[config.mk]
export PLATFORM = sky130hd
export DESIGN_NAME = imm_ext_arbiter
export DESIGN_NICKNAME = d
export VERILOG_FILES = /design/src/rtl/imm_ext_pkg.sv /design/src/rtl/imm_ext_arbiter_extension_unit.sv /design/src/rtl/imm_ext_arbiter.sv
export SDC_FILE = /design/constraint.sdc
export NUM_CORES = 1
export LEC_CHECK = 0
export ABC_AREA = 1
export CAP_MARGIN = 20
export CORE_MARGIN = 3
export CORE_UTILIZATION = 40
export DETAILED_ROUTE_END_ITERATION = 10
export PLACE_DENSITY = 0.81
export SLEW_MARGIN = 20
export SYNTH_ARGS = -nofsm -noshare
export SYNTH_HDL_FRONTEND = slang
export SYNTH_SLANG_ARGS = --single-unit
[constraint.sdc]
create_clock -name clk -period 4 [get_ports clk]
set_clock_uncertainty 0.15 [all_clocks]
set_input_delay 0.8 -clock clk [delete_from_list [all_inputs] [get_ports clk]]
set_output_delay 0.8 -clock clk [all_outputs]
set_load 0.005 [all_outputs]
[src/rtl/imm_ext_pkg.sv]
// Shared types and widths for the immediate-extension arbiter.
package imm_ext_pkg;

    localparam int RAW_W = 24;
    localparam int OUT_W = 32;

    // Extension mode carried with each request
    typedef enum logic [1:0] {
        IMM8  = 2'b00,
        IMM12 = 2'b01,
        BR24  = 2'b10,
        RSVD  = 2'b11
    } imm_mode_e;

    // Occupancy of the one-entry output stage
    typedef enum logic {
        EMPTY = 1'b0,
        FULL  = 1'b1
    } out_state_e;

endpackage

[src/rtl/imm_ext_arbiter_extension_unit.sv]
// Combinational immediate extension datapath. The reserved mode passes the
// raw field through unchanged; callers decide how to treat it.
module extension_unit
    import imm_ext_pkg::*;
(
    input  logic [RAW_W-1:0] imm,
    input  imm_mode_e        mode,
    output logic [OUT_W-1:0] data
);

    // Select the extension form for the requested mode
    always_comb begin
        data = '0;
        case (mode)
            IMM8:    data = {24'b0, imm[7:0]};
            IMM12:   data = {20'b0, imm[11:0]};
            BR24:    data = {{6{imm[23]}}, imm, 2'b00};
            default: data = {8'b0, imm};
        endcase
    end

endmodule

[src/rtl/imm_ext_arbiter.sv]
// Round-robin arbiter sharing one immediate-extension datapath between
// N_REQ requesters, with a one-entry registered response stage.
module imm_ext_arbiter
    import imm_ext_pkg::*;
#(
    parameter  int N_REQ = 2,
    localparam int ID_W  = $clog2(N_REQ)
) (
    input  logic                   clk,
    input  logic                   reset,
    input  logic [N_REQ-1:0]       req_valid,
    output logic [N_REQ-1:0]       req_ready,
    input  logic [N_REQ*RAW_W-1:0] req_imm,
    input  logic [N_REQ*2-1:0]     req_sel,
    output logic                   rsp_valid,
    input  logic                   rsp_ready,
    output logic [ID_W-1:0]        rsp_id,
    output logic [OUT_W-1:0]       rsp_data,
    output logic                   rsp_err
);

    out_state_e        state_reg;
    logic [ID_W-1:0]   last_grant_reg;
    logic [ID_W-1:0]   rsp_id_reg;
    logic [OUT_W-1:0]  rsp_data_reg;
    logic              rsp_err_reg;

    logic [RAW_W-1:0]  imm_arr  [N_REQ];
    imm_mode_e         mode_arr [N_REQ];

    logic              grant_found;
    logic [ID_W-1:0]   grant_idx;
    logic              can_accept;
    logic              transfer;
    logic [RAW_W-1:0]  sel_imm;
    imm_mode_e         sel_mode;
    logic [OUT_W-1:0]  ext_data;
    logic [OUT_W-1:0]  data_next;
    logic              err_next;

    // Unpack per-requester fields and form the per-requester accept
    generate
        for (genvar gi = 0; gi < N_REQ; gi++) begin : g_req
            assign imm_arr[gi]   = req_imm[gi*RAW_W +: RAW_W];
            assign mode_arr[gi]  = imm_mode_e'(req_sel[gi*2 +: 2]);
            assign req_ready[gi] = grant_found && (grant_idx == ID_W'(gi)) && can_accept;
        end
    endgenerate

    // Round-robin search starting just above the last grant. The first loop
    // finds the lowest valid requester (the wrap-around winner); the second
    // overrides it with the lowest valid requester above last_grant, if any.
    always_comb begin
        grant_found = 1'b0;
        grant_idx   = '0;
        for (int i = N_REQ - 1; i >= 0; i--) begin
            if (req_valid[i]) begin
                grant_found = 1'b1;
                grant_idx   = ID_W'(i);
            end
        end
        for (int i = N_REQ - 1; i >= 0; i--) begin
            if (req_valid[i] && (ID_W'(i) > last_grant_reg)) begin
                grant_idx = ID_W'(i);
            end
        end
    end

    // Output stage can take a new result when empty or draining; nothing is
    // accepted while reset is held
    assign can_accept = ((state_reg == EMPTY) || rsp_ready) && !reset;
    assign transfer   = grant_found && can_accept;

    assign sel_imm  = imm_arr[grant_idx];
    assign sel_mode = mode_arr[grant_idx];

    extension_unit u_ext (
        .imm  (sel_imm),
        .mode (sel_mode),
        .data (ext_data)
    );

    // Reserved mode produces a defined zero result flagged as an error
    always_comb begin
        err_next  = (sel_mode == RSVD);
        data_next = err_next ? '0 : ext_data;
    end

    // Output register, EMPTY/FULL state and round-robin pointer
    always_ff @(posedge clk or posedge reset) begin
        if (reset) begin
            state_reg      <= EMPTY;
            last_grant_reg <= ID_W'(N_REQ - 1);
            rsp_id_reg     <= '0;
            rsp_data_reg   <= '0;
            rsp_err_reg    <= 1'b0;
        end else begin
            if (transfer) begin
                state_reg      <= FULL;
                last_grant_reg <= grant_idx;
                rsp_id_reg     <= grant_idx;
                rsp_data_reg   <= data_next;
                rsp_err_reg    <= err_next;
            end else if ((state_reg == FULL) && rsp_ready) begin
                state_reg <= EMPTY;
            end
        end
    end

    assign rsp_valid = (state_reg == FULL);
    assign rsp_id    = rsp_id_reg;
    assign rsp_data  = rsp_data_reg;
    assign rsp_err   = rsp_err_reg;

endmodule

---- Word-level counts from Yosys, hierarchy flattened ----
Cells that the tools add are included.
operators by class
  $lt $le $gt $ge ......................... 3
  equality and inequality tests ........... 3
  multiplexer cells ....................... 15
  bitwise operators ....................... 3
  reductions and logical operators ........ 13
operator list
  kind                  count
  $pmux W32 S3          1
  $mux W24              3
  $mux W32              1
  $logic_and A1 B1 Y1   9
  $mux W1               7
  $mux W2               3
  $eq A2 B2 Y1 const B  2
  $eq A2 B1 Y1 const B  1
  $ge A2 B2 Y1 const B  1
  $gt A1 B1 Y1 const A  2
  $logic_not A2 Y1      1
  $not A1 Y1            2
  $not A1 Y2            1
  $reduce_bool A2 Y1    1
  $logic_not A1 Y1      1
  $logic_or A1 B1 Y1    1
word-level totals
  flip-flop bits (word level) ............. 36
  bits of input ports ..................... 57
  word-level logic and storage cells ...... 42

---- Logic depth before layout (Yosys ltp) ----
  depth in word-level cells ............... 11
  gate-level depth with buffers ........... 10

---- Modules after synthesis ----
A second synthesis with hierarchy kept.
second synthesis, totals
  cells, all modules ...................... 402
  area total of the unflattened synthesis .. 2543.7 um2
by module, submodules not included
  module           times used  cells an instance  area each (um2)  sequential area each (um2)
  imm_ext_arbiter  1           311                2019.4           902.1
  extension_unit   1           91                 524.3            0.0

---- Least setup slack after synthesis ----
No wires, ideal clock.
  path kind ............................... input to output
  start ................................... input port reset
  end ..................................... output port req_ready[0]
  arrival ................................. 2.275 ns
  data required time ...................... 3.050 ns
  setup slack ............................. 0.775 ns
  stages .................................. 6
  buffers on the path ..................... 1
  path through ............................ inv_1 -> nand2_1 -> nor2_8 -> inv_2 -> buf_4 -> nor2_1
between the ends
  word-level cells in the longest chain between the ends .. 3
ends and longest elaborated chain
  item                               line                   text
  start, declared                    imm_ext_arbiter.sv:10  input logic reset,
  $logic_not A1 Y1 (no source line)  --
  $logic_and A1 B1 Y1                imm_ext_arbiter.sv:71  assign can_accept = ((state_reg == EMPTY) || rsp_ready) && !reset;
  $logic_and A1 B1 Y1                imm_ext_arbiter.sv:46  assign req_ready[gi] = grant_found && (grant_idx == ID_W'(gi)) && can_accept;
  end, declared                      imm_ext_arbiter.sv:12  output logic [N_REQ-1:0] req_ready,
Every way passes these cells.

---- Final worst setup path ----
  start ................................... input port req_valid[1]
  end ..................................... output port req_ready[0]
between the ends
  word-level cells in the longest chain between the ends .. 7
ends and longest elaborated chain
  item                                  line                   text
  start, declared                       imm_ext_arbiter.sv:11  input logic [N_REQ-1:0] req_valid,
  $mux W1 (2 in a row)                  imm_ext_arbiter.sv:57  if (req_valid[i]) begin
  $mux W1 (2 in a row)                  imm_ext_arbiter.sv:63  if (req_valid[i] && (ID_W'(i) > last_grant_reg)) begin
  $not A1 Y1                            imm_ext_arbiter.sv:46
  $logic_and A1 B1 Y1 (*) (2 in a row)  imm_ext_arbiter.sv:46
Every way passes the cells marked *; elsewhere a longest branch is shown, timed or not.

==> flow_metrics.py <==
metrics = {
    "clocking": {
        "clkTransAtPathRegs_ns": 0.06,
        "htreeDepth": 2,
        "ctsResizeCount": 0,
        "cts_setup_buffers": 0,
        "clockRootBuffer": "clkbuf_8",
        "cts_tree": "done",
        "clk_latency_ns": 0.28,
        "clkSinkCount": 30,
        "numCtsBuffers": 5,
        "cts_buffer_depth": 2,
        "cts_hold_buf": 0,
    },
    "yosys": {
        "avgSynthCellArea_um2": 6.82,
        "yosysMostFrequentCell": "nand2_1",
        "yosysUniqueCellTypes": 18,
        "synth-simple-area-share": 0.417,
        "ys_seq_area_frac": 0.418,
        "yosys_warnings": 0,
        "synth_top_area_cell": "dfrtp_1",
        "syn_nets": 321,
        "ys_ff_latch": 30,
        "synth-xor-area-share": 0,
        "syn_area_mm2": 0.00180,
        "synth.top_cells.by_count": "nand2_1, dfrtp_1, nand3_1",
        "synth_top_area_share": 0.403,
        "synth_top_family_by_area": "simple AND/OR/NAND/NOR gates",
        "synth_enable_flop_cells": 0,
        "synth_mux_area_frac": 0,
        "synthArstFlopShare": 1.00,
        "synth_compound_area_frac": 0.0549,
        "synthFlopType": "dfrtp_1",
        "synth_adder_area_share": 0,
        "synthTopCellsByArea": "dfrtp_1, nand2_1, nand3_1, buf_4, inv_1",
        "syn-instance-count": 264,
    },
    "detailed_routing": {
        "drc": 0,
        "drt_iter0_drc": 111,
        "vias": 1926,
        "met1_length_mm": 2.00,
        "via_per_inst": 4.80,
        "drt-pass1-iter-count": 4,
        "drt_wl_total_mm": 4.87,
        "ant_nets": 0,
        "maxUsedRoutingLayer": "met4",
        "wl_met2_mm": 2.35,
        "wl_per_cell_um": 12.1,
        "wl_met3_um": 422,
    },
    "place": {
        "portBuffers": 93,
        "place.gp.congestion": 0.822,
        "dp_hpwl_mm": 3.78,
    },
    "critical_path": {
        "crit_path_frequent_cell": "clkdlybuf4s50_1",
        "cp.required_ns": 3.05,
        "worstRegToRegCells": 7,
        "r2r_slack_ns": 1.55,
        "cp-end-kind": "primary output",
        "path_max_fanout": 19,
        "crit_path_start_kind": "input port",
        "r2r-start": "last_grant_reg",
        "reg2reg_to": "rsp_data[24]",
        "crit_type": "in -> out",
        "path_cells": "clkdlybuf4s50_1 -> nor2_2 -> nor2_8 -> inv_2 -> nor2_1 -> clkdlybuf4s50_1",
        "slowest_delay_ns": 0.76,
        "cp_slowest_cell": "clkdlybuf4s50_1",
        "arrival_ns": 2.66,
    },
    "timing": {
        "max-slew-margin-rel": 0.683,
        "min_period_ns": 3.61,
        "tns_ns": 0,
        "post-route-period-util": 0.902,
        "slew_violations": 0,
        "max_freq_mhz": 277,
        "setup_violations": 0,
        "finalHoldViolCount": 0,
        "worstMarginPinSlew_ns": 0.474,
        "rsz0062_at_grt": "no",
    },
    "cells_and_area": {
        "diodes": 0,
        "final.fill_count": 385,
        "largest_register_ffs": 26,
        "nets": 407,
        "utilization": 0.666,
        "layout-drive-gt1-share": 0.0627,
        "syn2layout_area_growth_pct": 54.5,
    },
    "worst_hold_path": {
        "hold_end": "rsp_data[5]",
        "hp-class": "reg -> reg",
        "hold_depth": 2,
        "min_from": "rsp_data[5]",
    },
    "global_route": {
        "grt_overflow_total": 0,
        "grt_antenna_before_repair": 0,
        "grt_pass1_vias": 1802,
        "track_usage": 0.194,
        "grt_max_degree": 31,
        "grt_pass1_wl_mm": 8.05,
    },
    "die": {
        "io_pins": 94,
        "dieArea_mm2": 0.00534,
        "rows": 23,
        "die_x_um": 73.1,
        "die_height_um": 73.1,
        "core_area_mm2": 0.00417,
        "start_util": 0.431,
    },
    "job": {
        "max_cap_viol_count": 0,
    },
    "status": {
        "status": "complete, no violations",
    },
    "power_and_ir_drop": {
        "peakVddDrop_uv": 168,
        "power.density_mw_per_mm2": 346,
        "p_leak_nw": 1.39,
    },
}
[per-layer routing]
layer,GRT usage,up-vias
met3,0.0455,11
met5,0,-
li1,-,979
met4,0.0779,0
met2,0.336,85
met1,0.230,851
[metrics by stage]
stage          area, um^2  hold WS (ns)  cells  power (W)  worst slack, ns
4_1_cts              2780         0.333    401   0.000972            0.394
3_5_place_dp         2690         0.316    393   0.000722            0.393
2_1_floorplan        1800         0.299    264   0.000541            0.775
6_report             2780         0.328    401   0.000962            0.394
5_1_grt              2780         0.357    401    0.00102            0.255
3_3_place_gp         2690         0.308    393   0.000716            0.420
[report_power, final]
group          total, W  leakage [nW]  internal, W  switching (W)
clock          0.000249        0.0482     0.000139       0.000111
combinational  0.000335         0.948     0.000186       0.000149
sequential     0.000378         0.392     0.000352      0.0000258
total          0.000962          1.39     0.000676       0.000286
[area by class of cell]
cell class                 count  area [um^2]  area share
clock buffer                   7         86.3      0.0311
clock inverter                 1         5.00     0.00180
inverter                      17         63.8      0.0230
multi-input combinational    199          848       0.305
sequential                    30          752       0.271
tap                           50         62.6      0.0225
timing repair buffer          97          961       0.346
[placed cells by master (no fill, tap or decap), types with 2 or more instances in the layout]
cell type / instances
nand2_2: 5
o21ai_1: 10
clkdlybuf4s50_1: 93
buf_4: 4
nor2_1: 2
nand2_1: 146
dfrtp_1: 29
nand3_1: 22
inv_1: 16
nand3b_1: 2
clkbuf_8: 6
o21ai_0: 8
[cells by family after synthesis]
family | Yosys count
simple gates | 180
compound gates | 19
flops | 30
buf+inv | 35
[worst max-delay path, delay by kind of cell]
| kind | cells | cell delay, ns |
|---|---|---|
| buf+inv | 3 | 1.32 |
| simple gates | 3 | 0.52 |
[how the worst max path moves through the flow]
stage / from / to / depth (start not counted)
3_5_place_dp: req_valid[1] / req_ready[0] / 6
5_1_grt: req_valid[1] / req_ready[1] / 4
4_1_cts: req_valid[1] / req_ready[0] / 6
3_3_place_gp: req_valid[1] / req_ready[0] / 6
6_report: req_valid[1] / req_ready[0] / 6
2_1_floorplan: reset / req_ready[0] / 6
Note: power is estimated with default switching activity, not from simulation.
